File: config.mk
export PLATFORM = sky130hd
export DESIGN_NAME = bip_uart_ctrl
export DESIGN_NICKNAME = d
export VERILOG_FILES = /design/src/rtl/bip_pkg.sv /design/src/rtl/bip_frame_mux.sv /design/src/rtl/bip_uart_ctrl.sv
export SDC_FILE = /design/constraint.sdc
export NUM_CORES = 1
export LEC_CHECK = 0
export BUFFER_PORTS_ARGS = -buffer_cell sky130_fd_sc_hd__clkbuf_2
export CELL_PAD_IN_SITES_DETAIL_PLACEMENT = 0
export CELL_PAD_IN_SITES_GLOBAL_PLACEMENT = 1
export CORE_MARGIN = 1.5
export CORE_UTILIZATION = 47
export DETAILED_ROUTE_END_ITERATION = 8
export MAX_ROUTING_LAYER = met4
export PLACE_DENSITY_LB_ADDON = 0.1
export REMOVE_ABC_BUFFERS = 1
export SETUP_SLACK_MARGIN = 0.05
export SKIP_CTS_REPAIR_TIMING = 1
export SLEW_MARGIN = 10
export SYNTH_ARGS = -nofsm -noshare
export SYNTH_HDL_FRONTEND = slang
export SYNTH_SLANG_ARGS = --single-unit
File: constraint.sdc
create_clock -name i_clk -period 7.5 [get_ports i_clk]
set_input_delay 0.375 -clock i_clk [delete_from_list [all_inputs] [get_ports i_clk]]
set_output_delay 0.375 -clock i_clk [all_outputs]
set_load 0.05 [all_outputs]
File: src/rtl/bip_pkg.sv
// Shared definitions for the BIP run-control sequencer.
// Holds the FSM state encoding, the command/status byte values and the
// result-frame payload layout used by bip_uart_ctrl and bip_frame_mux.
package bip_pkg;

  localparam int unsigned FRAME_LEN   = 7;
  localparam int unsigned IDX_WIDTH   = $clog2(FRAME_LEN);
  localparam int unsigned FIELD_WIDTH = 16;

  localparam logic [7:0] CMD_RUN    = 8'h38;
  localparam logic [7:0] ST_HALT    = 8'h00;
  localparam logic [7:0] ST_TIMEOUT = 8'h01;

  typedef enum logic [2:0] {
    S_IDLE,
    S_CLEAR,
    S_RUN,
    S_LOAD,
    S_WAIT_TX
  } state_t;

  // Latched result fields, each zero-extended to a 16-bit field.
  typedef struct packed {
    logic [7:0]             status;
    logic [FIELD_WIDTH-1:0] acc;
    logic [FIELD_WIDTH-1:0] pc;
    logic [FIELD_WIDTH-1:0] cnt;
  } frame_t;

endpackage

File: src/rtl/bip_frame_mux.sv
// Result-frame byte selector.
// Ports:
//   frame - latched status/ACC/PC/count fields
//   idx   - byte index 0..6
//   data  - selected byte: status, ACC hi/lo, PC hi/lo, CNT hi/lo
module bip_frame_mux
  import bip_pkg::*;
(
  input  frame_t                 frame,
  input  logic   [IDX_WIDTH-1:0] idx,
  output logic   [7:0]           data
);

  // MSB-first byte order; out-of-range indices read as zero.
  always_comb begin
    data = '0;
    case (idx)
      3'd0:    data = frame.status;
      3'd1:    data = frame.acc[15:8];
      3'd2:    data = frame.acc[7:0];
      3'd3:    data = frame.pc[15:8];
      3'd4:    data = frame.pc[7:0];
      3'd5:    data = frame.cnt[15:8];
      3'd6:    data = frame.cnt[7:0];
      default: data = '0;
    endcase
  end

endmodule

File: src/rtl/bip_uart_ctrl.sv
// Run-control sequencer between the UART and the BIP core.
// Waits for the run command byte, releases the CPU, counts enabled cycles
// until halt or cycle budget, then streams a 7-byte result frame.
// Ports:
//   i_clk, i_rst            - clock, synchronous active-high reset
//   i_rx_data, i_rx_done    - received byte and its one-cycle strobe
//   o_tx_data, o_tx_start   - byte to send and its one-cycle start strobe
//   i_tx_done               - transmitter finished current byte
//   o_cpu_en, o_cpu_rst     - CPU clock enable and synchronous reset
//   i_cpu_halt              - CPU executed HLT (level)
//   i_cpu_acc, i_cpu_pc     - CPU accumulator and program counter
//   o_busy                  - sequencer not idle
module bip_uart_ctrl
  import bip_pkg::*;
#(
  parameter int unsigned          DATA_WIDTH     = 16,
  parameter int unsigned          PC_WIDTH       = 11,
  parameter int unsigned          UART_DATA_SIZE = 8,
  parameter int unsigned          CNT_WIDTH      = 16,
  parameter logic [7:0]           CMD_RUN        = bip_pkg::CMD_RUN,
  parameter logic [CNT_WIDTH-1:0] MAX_CYCLES     = CNT_WIDTH'(16'hFFF0)
) (
  input  logic                      i_clk,
  input  logic                      i_rst,
  input  logic [UART_DATA_SIZE-1:0] i_rx_data,
  input  logic                      i_rx_done,
  output logic [UART_DATA_SIZE-1:0] o_tx_data,
  output logic                      o_tx_start,
  input  logic                      i_tx_done,
  output logic                      o_cpu_en,
  output logic                      o_cpu_rst,
  input  logic                      i_cpu_halt,
  input  logic [DATA_WIDTH-1:0]     i_cpu_acc,
  input  logic [PC_WIDTH-1:0]       i_cpu_pc,
  output logic                      o_busy
);

  localparam logic [CNT_WIDTH-1:0] CNT_LAST = MAX_CYCLES - CNT_WIDTH'(1);
  localparam logic [IDX_WIDTH-1:0] IDX_LAST = IDX_WIDTH'(FRAME_LEN - 1);

  state_t                 state, state_d;
  logic   [CNT_WIDTH-1:0] cnt, cnt_d;
  frame_t                 frame, frame_d;
  logic   [IDX_WIDTH-1:0] idx, idx_d;
  logic   [7:0]           byte_c;

  // Next-state and datapath update.
  always_comb begin
    state_d = state;
    cnt_d   = cnt;
    frame_d = frame;
    idx_d   = idx;
    unique case (state)
      S_IDLE: begin
        if (i_rx_done && (i_rx_data == UART_DATA_SIZE'(CMD_RUN))) state_d = S_CLEAR;
      end
      S_CLEAR: begin
        cnt_d   = '0;
        state_d = S_RUN;
      end
      S_RUN: begin
        // Halt takes priority over timeout when both occur together.
        if (i_cpu_halt || (cnt == CNT_LAST)) begin
          frame_d.status = i_cpu_halt ? ST_HALT : ST_TIMEOUT;
          frame_d.acc    = FIELD_WIDTH'(i_cpu_acc);
          frame_d.pc     = FIELD_WIDTH'(i_cpu_pc);
          frame_d.cnt    = FIELD_WIDTH'(cnt + CNT_WIDTH'(1));
          idx_d          = '0;
          state_d        = S_LOAD;
        end else begin
          cnt_d = cnt + CNT_WIDTH'(1);
        end
      end
      S_LOAD: begin
        state_d = S_WAIT_TX;
      end
      S_WAIT_TX: begin
        if (i_tx_done) begin
          if (idx == IDX_LAST) begin
            idx_d   = '0;
            state_d = S_IDLE;
          end else begin
            idx_d   = idx + IDX_WIDTH'(1);
            state_d = S_LOAD;
          end
        end
      end
      default: state_d = S_IDLE;
    endcase
  end

  // Byte for the upcoming LOAD, selected from next-cycle fields.
  bip_frame_mux u_frame_mux (
    .frame (frame_d),
    .idx   (idx_d),
    .data  (byte_c)
  );

  // State, datapath and registered outputs decoded from the next state.
  always_ff @(posedge i_clk) begin
    if (i_rst) begin
      state      <= S_IDLE;
      cnt        <= '0;
      frame      <= '0;
      idx        <= '0;
      o_tx_data  <= '0;
      o_tx_start <= 1'b0;
      o_cpu_en   <= 1'b0;
      o_cpu_rst  <= 1'b1;
      o_busy     <= 1'b0;
    end else begin
      state      <= state_d;
      cnt        <= cnt_d;
      frame      <= frame_d;
      idx        <= idx_d;
      o_tx_start <= (state_d == S_LOAD);
      if (state_d == S_LOAD) o_tx_data <= UART_DATA_SIZE'(byte_c);
      o_cpu_en   <= (state_d == S_RUN);
      o_cpu_rst  <= (state_d == S_IDLE) || (state_d == S_CLEAR);
      o_busy     <= (state_d != S_IDLE);
    end
  end

endmodule

-- Word-level counts from Yosys, hierarchy flattened
Cells that the tools add are included.
- $add $sub $neg: 2
- equal/unequal tests: 17
- muxes and demuxes: 15
- reductions and logical operators: 9
- operators with widths (kind ; number):
    two-way mux 56 bit ; 2
    case mux 8 bit (7 select lines) ; 1
    case mux 16 bit (2 select lines) ; 1
    == test 3 x 2 -> 1 bit, second input constant ; 6
    two-way mux 3 bit ; 6
    adder 16 x 1 -> 16 bit, second input constant ; 1
    == test 16 bit, second input constant ; 1
    two-way mux 16 bit ; 1
    == test 3 bit, second input constant ; 5
    case mux 3 bit (5 select lines) ; 1
    == test 3 x 1 -> 1 bit, second input constant ; 3
    logical NOT 3 bit ; 3
    == test 8 x 6 -> 1 bit, second input constant ; 1
    case mux 3 bit (2 select lines) ; 1
    adder 3 x 1 -> 3 bit, second input constant ; 1
    nonzero test 3 bit ; 1
    logical OR 1 bit ; 2
    two-way mux 2 bit ; 1
    inequality test 2 bit, second input constant ; 1
    AND reduction 2 bit ; 1
    nonzero test 2 bit ; 1
    logical AND 1 bit ; 1
    two-way mux 1 bit ; 1
- bits in registers: 90
- bits of input ports: 40
- output and inout port bits: 12

-- Longest topological paths before layout
Gate-level depths: netlist of run 1.
- depth in word-level cells: 6
- depth in mapped cells: 10
- depth with buffers taken out: 8

-- Modules after synthesis
Synthesis of run 1 repeated with hierarchy kept, for this count alone.
- cell total of the unflattened synthesis: 494
- area total of the unflattened synthesis: 4621.9 µm²
- modules (own cells, without submodules) (module ; instances ; cells each ; area each (µm²) ; sequential area each (µm²)):
    bip_uart_ctrl ; 1 ; 430 ; 4097.7 ; 1801.7
    bip_frame_mux ; 1 ; 64 ; 524.3 ; 0.0

-- Worst setup path before layout of run 1
Ideal clock, no wire load.
- kind: register to register
- start: reg cnt[0]
- end: reg o_tx_data[5]
- setup time: 134 ps
- data arrival time: 2218 ps
- data required time: 7366 ps
- setup slack: 5147 ps
- stages on the path, launching flop included: 10
- path through: dfxtp_1 -> ha_1 -> nand3b_1 -> o41ai_4 -> a21oi_2 -> o21ba_2 -> buf_2 -> a221oi_2 -> o22a_1 -> a211oi_2
- word-level cells in the longest chain between the ends: 6
- RTL lines (item ; RTL line ; RTL):
    start: declaration ; bip_uart_ctrl.sv:42 ; logic [CNT_WIDTH-1:0] cnt, cnt_d;
    start signal: assignment ; bip_uart_ctrl.sv:113 ; cnt <= cnt_d;
    parallel branches: the longest is 6 deep, another holds adder 16 x 1 -> 16 bit ; -- ;
    end signal: assignment ; bip_uart_ctrl.sv:117 ; if (state_d == S_LOAD) o_tx_data <= UART_DATA_SIZE'(byte_c);
    end: declaration ; bip_uart_ctrl.sv:27 ; output logic [UART_DATA_SIZE-1:0] o_tx_data,
Parallel ways; which one is timed is not known.
A chain may end at the register's enable or synchronous reset.

-- Final worst setup path of run 1
- start: reg cnt[0]
- end: reg o_tx_data[0]
Same word-level chain as after synthesis.

==> impl_metrics.py, run 1 <==
metrics = {
    "outcome": {
        "status": "finished clean",
    },
    "timing": {
        "fin_crit_ps": 2940,
        "fmax_mhz": 340,
        "fin_crit_sh_pct": 39.3,
        "slew_viol_final": 0,
        "final_hold_viol_count": 0,
        "finalSetupViolCount": 0,
        "relSlewSlack_pct": 37.5,
        "fin_tns_setup_ps": 0,
        "timing.hold.ws_ps": 225,
        "worst_clock_skew_ps": 7.40,
        "worst_slew_pin_slew_ps": 934,
        "rsz0062_at_grt": "no",
    },
    "floorplan": {
        "coreArea_sq_um": 8680,
        "die_width_microns": 97.4,
        "rows": 34,
        "initial_utilization_pct": 48.2,
        "boundaryPins": 52,
        "die_h_microns": 97.4,
        "dieArea_sq_um": 9480,
    },
    "worst_setup_path": {
        "max_stage_delay_ps": 630,
        "cp_max_fo": 34,
        "cp_cell_sequence": "ha_1, nand3b_1, o41ai_4, nand2_4, a22oi_1, nor2_1, nor4_1, a311oi_1",
        "cp-end-kind": "flip-flop",
        "worst-setup-path-type": "reg -> reg",
        "cp_slowest_cell": "o41ai_4",
        "start_kind": "flip-flop",
        "crit_buf_inv": 0,
        "critPathRequiredTime_ps": 7700,
        "crit_arrival_ps": 3150,
        "cp_top_family": "compound AO/OA/AOI/OAI gates",
    },
    "routing": {
        "dr.pass1.iters": 4,
        "antenna_left": 0,
        "num_vias": 3557,
        "wire_per_inst_microns": 16.2,
        "via_per_inst": 5.54,
        "drc": 0,
        "drtIter0Drc": 174,
        "wirelength_microns": 10400,
    },
    "synthesis": {
        "synth_area_sq_um": 4180,
        "synth_area_leader_cell": "dfxtp_1",
        "synth-main-ff-cell": "dfxtp_1",
        "syn-mean-instance-area_sq_um": 8.52,
        "yosysSeqAreaShare_pct": 43.1,
        "synth_most_common_cell": "dfxtp_1",
        "ys_seq_elements": 90,
        "synthCells": 491,
        "synth_edf_count": 0,
        "synthTopCellsByCount": "90 x dfxtp_1, 76 x nor2_1, 46 x a21oi_1",
        "synth_top_area_share_pct": 43.1,
        "yosys_warnings": 0,
        "ys_async_sr_fraction_pct": 0,
        "synth_cell_type_count": 63,
        "yosys-top-cells-area": "dfxtp_1 43%, nor2_1 6.8%, a21oi_1 5.5%",
    },
    "layout": {
        "diodes": 0,
        "area_delta_synth_final_pct": 11.3,
        "drive_above_1_share_pct": 16.3,
        "layout.nets": 570,
    },
    "clocking": {
        "worstSkewPairLatency_ps": 350,
        "clk_pin_slew_worst_paths_ps": 100,
        "cts_root_buf": "clkbuf_8",
        "h-tree-depth": 3,
        "cts_tree": "yes",
        "numCtsBuffers": 9,
        "clock_path_buffers": 2,
        "clock_sinks": 90,
    },
    "power_and_ir_drop": {
        "peakVddDrop_mv": 0.116,
        "p_leak_nw": 1.76,
        "powerDensity_nw_per_um2": 178,
    },
    "global_routing": {
        "grt_pass1_vias": 3408,
        "grt-ovfl-total": 0,
        "grt_max_degree": 77,
        "grt_first_pass_wirelength_microns": 17100,
        "antenna_found_initial": 0,
        "grt_usage_pct": 23.1,
    },
    "flow_run": {
        "cap_viol_max_count": 0,
    },
    "placed_design": {
        "dp.final_hpwl_microns": 7030,
        "port_buffers": 51,
        "gp_congestion": 0.822,
    },
    "worst_hold_path": {
        "min_path_type": "in -> reg",
    },
}
[registers in the layout (all words and copies together) (netlist names)]
name        cells
frame          56
cnt            16
o_tx_data       8
idx             3
state           3
o_busy          1
o_cpu_en        1
o_cpu_rst       1
o_tx_start      1
[metal layers]
metal	wire, microns	global-route usage [%]	vias to the layer above
met5	0	-	-
li1	-	-	1819
met2	5010	36.4	62
met1	4910	31.1	1668
met4	70	6.92	0
met3	422	3.24	8
[worst paths after layout]
path | startpoint | endpoint | slack [ps] | depth (start not counted)
setup / recovery | cnt[0]$_SDFFE_PP0P_ | o_tx_data[0]$_SDFFE_PP0P_ | 4560 | 8
hold / removal | i_cpu_acc[13] | frame[45]$_SDFF_PP0_ | 220 | 3
setup reg to reg | cnt[0]$_SDFFE_PP0P_ | o_tx_data[0]$_SDFFE_PP0P_ | 4560 | 8
hold reg to reg | frame[45]$_SDFF_PP0_ | frame[45]$_SDFF_PP0_ | 460 | 2
[report_power, final]
part | internal (mW) | leakage [nW] | switching (mW)
sequential | 0.478 | 0.725 | 0.000127
combinational | 0.00981 | 0.933 | 0.0141
clock | 0.138 | 0.101 | 0.187
[kinds of logic after synthesis]
group / after synthesis / share of synthesized area [%]
compound gates: 124 / 19.2
flops: 90 / 43.1
fa+ha+maj: 1 / 0.299
mux: 24 / 5.77
simple gates: 204 / 24.8
xor+xnor: 14 / 2.93
buf+inv: 34 / 3.95
[worst min-delay path, delay by kind of cell]
kind	cells	cell delay (ps)
AND/OR/NAND/NOR	1	40
AO/OA/AOI/OAI	1	50
buffers and inverters	1	80
[placed cells by master (no fill, tap or decap), types with 5 or more instances in the layout]
cell type and count:
nor3_1 5, a211oi_1 12, nand2b_1 5, inv_1 6
clkbuf_8 10, nand2_1 44, or3_1 5, o21ai_1 5
nor2_1 76, xor2_1 6, nand3b_1 15, o21ai_0 28
xnor2_1 8, and2_1 17, a21oi_1 46, mux2i_1 23
a31oi_1 5, clkbuf_2 51, dfxtp_1 90, nand3_1 7
[stage by stage]
| stage | std cells | total power [mW] | setup WS, ps | area, sq um | utilization (%) |
|---|---|---|---|---|---|
| after floorplan | 463 | 0.494 | 4680 | 4040 | - |
| after global placement | 626 | 0.513 | 4630 | 4460 | 51.4 |
| after detailed placement | 626 | 0.513 | 4550 | 4460 | 51.4 |
| after CTS | 642 | 0.837 | 4540 | 4660 | 53.7 |
| after global routing | 642 | 0.858 | 4270 | 4660 | 53.7 |
| final | 642 | 0.827 | 4560 | 4660 | 53.7 |
[final cells by class]
cell class / instances / area, sq um
clock buffer: 10 / 138
tap: 108 / 135
inverter: 6 / 22.5
multi-input combinational: 367 / 2220
sequential: 90 / 1800
clock inverter: 6 / 57.6
timing repair buffer: 55 / 285
fill: 884 / 4020
No activity file was read; power rests on OpenSTA's default activity.
==> run 2: changes to the inputs <==
CORE_UTILIZATION = 43   (was 47)
clock period = 3.01 ns   (was 7.5 ns; I/O delays follow)
==> run 2 against run 1 <==
Compared with the run above:
- flip-flop and latch count unchanged
- utilization down 2.5 points
- combinational power grew to 2.7 times the previous value
- register-to-register slack got worse by 4300 ps
- cell area up 2.4%
==> impl_metrics.py, run 2 (same netlist as run 1, synthesis figures left out) <==
metrics = {
    "clocking": {
        "cts_root_buf": "clkbuf_8",
        "numCtsBuffers": 9,
        "worstSkewPairLatency_ps": 360,
        "h-tree-depth": 3,
        "clock_sinks": 90,
        "cts_tree": "yes",
        "clock_path_buffers": 2,
        "clk_pin_slew_worst_paths_ps": 100,
    },
    "layout": {
        "drive_above_1_share_pct": 17.5,
        "area_delta_synth_final_pct": 14.0,
        "layout_commonest_cell": "dfxtp_1",
        "layout.nets": 580,
        "largest_reg_flops": 56,
        "final_cell_mix": "90 x dfxtp_1, 76 x nor2_1, 51 x clkbuf_2",
        "diodes": 0,
        "top_regs": "frame x56, cnt x16, o_tx_data x8",
        "top_register": "frame",
        "finalNonFillerCells": 673,
    },
    "timing": {
        "timing.hold.ws_ps": 9.17,
        "fin_tns_setup_ps": 0,
        "final_hold_viol_count": 0,
        "relSlewSlack_pct": 25.4,
        "finalSetupViolCount": 0,
        "fin_crit_sh_pct": 90.9,
        "slew_viol_final": 0,
        "worst_slew_pin_slew_ps": 1100,
        "fin_crit_ps": 2740,
        "rsz0062_at_grt": "yes",
        "fmax_mhz": 365,
        "worst_clock_skew_ps": 19.3,
    },
    "worst_setup_path": {
        "crit_buf_inv": 0,
        "start_kind": "flip-flop",
        "cp_slowest_cell": "o311ai_1",
        "crit_arrival_ps": 2990,
        "reg2reg_depth": 8,
        "r2r_start": "cnt[0]$_SDFFE_PP0P_",
        "cp_max_fo": 7,
        "cp_cell_sequence": "ha_1, nand3b_1, o41ai_4, o311ai_1, a221oi_1, nor2_1, a21oi_1, a311oi_1",
        "cp_top_family": "compound AO/OA/AOI/OAI gates",
        "cp-end-kind": "flip-flop",
        "critPathRequiredTime_ps": 3270,
        "rr_endpoint": "o_tx_data[7]$_SDFFE_PP0P_",
        "worst-setup-path-type": "reg -> reg",
        "r2r_slack_ps": 270,
        "max_stage_delay_ps": 960,
    },
    "power_and_ir_drop": {
        "powerDensity_nw_per_um2": 425,
        "p_leak_nw": 1.80,
        "p_total_mw": 2.03,
        "peakVddDrop_mv": 0.247,
    },
    "global_routing": {
        "grt_first_pass_wirelength_microns": 18000,
        "grt_usage_pct": 23.1,
        "grt_pass1_vias": 3439,
        "antenna_found_initial": 0,
        "grt_max_degree": 42,
        "grt-ovfl-total": 0,
    },
    "placed_design": {
        "dp.final_hpwl_microns": 7770,
        "port_buffers": 51,
        "dp.cells": 656,
        "gp_congestion": 0.928,
    },
    "routing": {
        "num_vias": 3654,
        "dr.pass1.iters": 4,
        "drtIter0Drc": 165,
        "antenna_left": 0,
        "drc": 0,
        "wire_per_inst_microns": 16.7,
        "via_per_inst": 5.43,
        "wirelength_microns": 11200,
    },
    "worst_hold_path": {
        "worstHoldStart": "i_cpu_pc[7]",
        "hold_end": "frame[23]$_SDFF_PP0_",
        "min_path_type": "in -> reg",
        "min_path_cells": 3,
    },
    "floorplan": {
        "coreArea_sq_um": 9330,
        "initial_utilization_pct": 44.9,
        "die_width_microns": 102,
        "rows": 35,
        "dieArea_sq_um": 10300,
        "boundaryPins": 52,
        "die_h_microns": 102,
    },
    "outcome": {
        "status": "finished clean",
    },
    "flow_run": {
        "cap_viol_max_count": 0,
    },
}
## run 2: cell count changes in the layout (fill, tap and decap cells not counted), sizes merged
| cell | delta |
|---|---|
| buf | +9 |
| inv | -3 |
| clkinv | +2 |
| clkinvlp | +1 |
| dlygate4sd3 | +1 |
## run 2: report_power, final
part	leakage (nW)	switching [mW]	total (mW)	internal (mW)
sequential	0.725	0.000362	1.19	1.19
clock	0.0870	0.464	0.773	0.310
combinational	0.986	0.0365	0.0646	0.0281
total	1.80	0.501	2.03	1.53
## run 2: area by class of cell
class,instances,area [sq um]
well taps,129,161
flip-flops and latches,90,1800
repair buffers,65,388
inverters,6,22.5
multi-input cells,367,2220
clock inverters,6,51.3
fillers,926,4560
clock buffers,10,128
## run 2: worst max path at each step
stage                                   start  slack [ps]  cells after the start                        end
after global routing      cnt[0]$_SDFFE_PP0P_          40                      8  o_tx_data[7]$_SDFFE_PP0P_
after detailed placement  cnt[0]$_SDFFE_PP0P_         300                      9  o_tx_data[1]$_SDFFE_PP0P_
after CTS                 cnt[0]$_SDFFE_PP0P_         300                      9  o_tx_data[1]$_SDFFE_PP0P_
final                     cnt[0]$_SDFFE_PP0P_         270                      8  o_tx_data[7]$_SDFFE_PP0P_
after floorplan           cnt[0]$_SDFFE_PP0P_         190                      8  o_tx_data[7]$_SDFFE_PP0P_
after global placement    cnt[0]$_SDFFE_PP0P_         390                      9  o_tx_data[1]$_SDFFE_PP0P_
## run 2: stage by stage
stage               util, %  cell area, sq um  setup slack [ps]
global route           51.1              4770              41.9
detailed placement     49.1              4580               298
CTS                    51.0              4760               296
global placement       49.1              4580               387
floorplan                 -              4040               186
finish                 51.1              4770               274
## run 2: worst reg2reg max path: stages (launching register included)
cell      delay, ps
dfxtp_1         360
ha_1            270
nand3b_1        200
o41ai_4         140
o311ai_1        960
a221oi_1        250
nor2_1          170
a21oi_1          80
a311oi_1        210
## run 2: routing by layer
layer  vias to the layer above  share of wire (%)  global-route usage, %
met1                      1738                 49                   32.4
met5                         -                  0                      -
met4                         0                1.2                   6.52
met2                        79                 45                   34.3
li1                       1829                  -                      -
met3                         8                4.3                   3.80
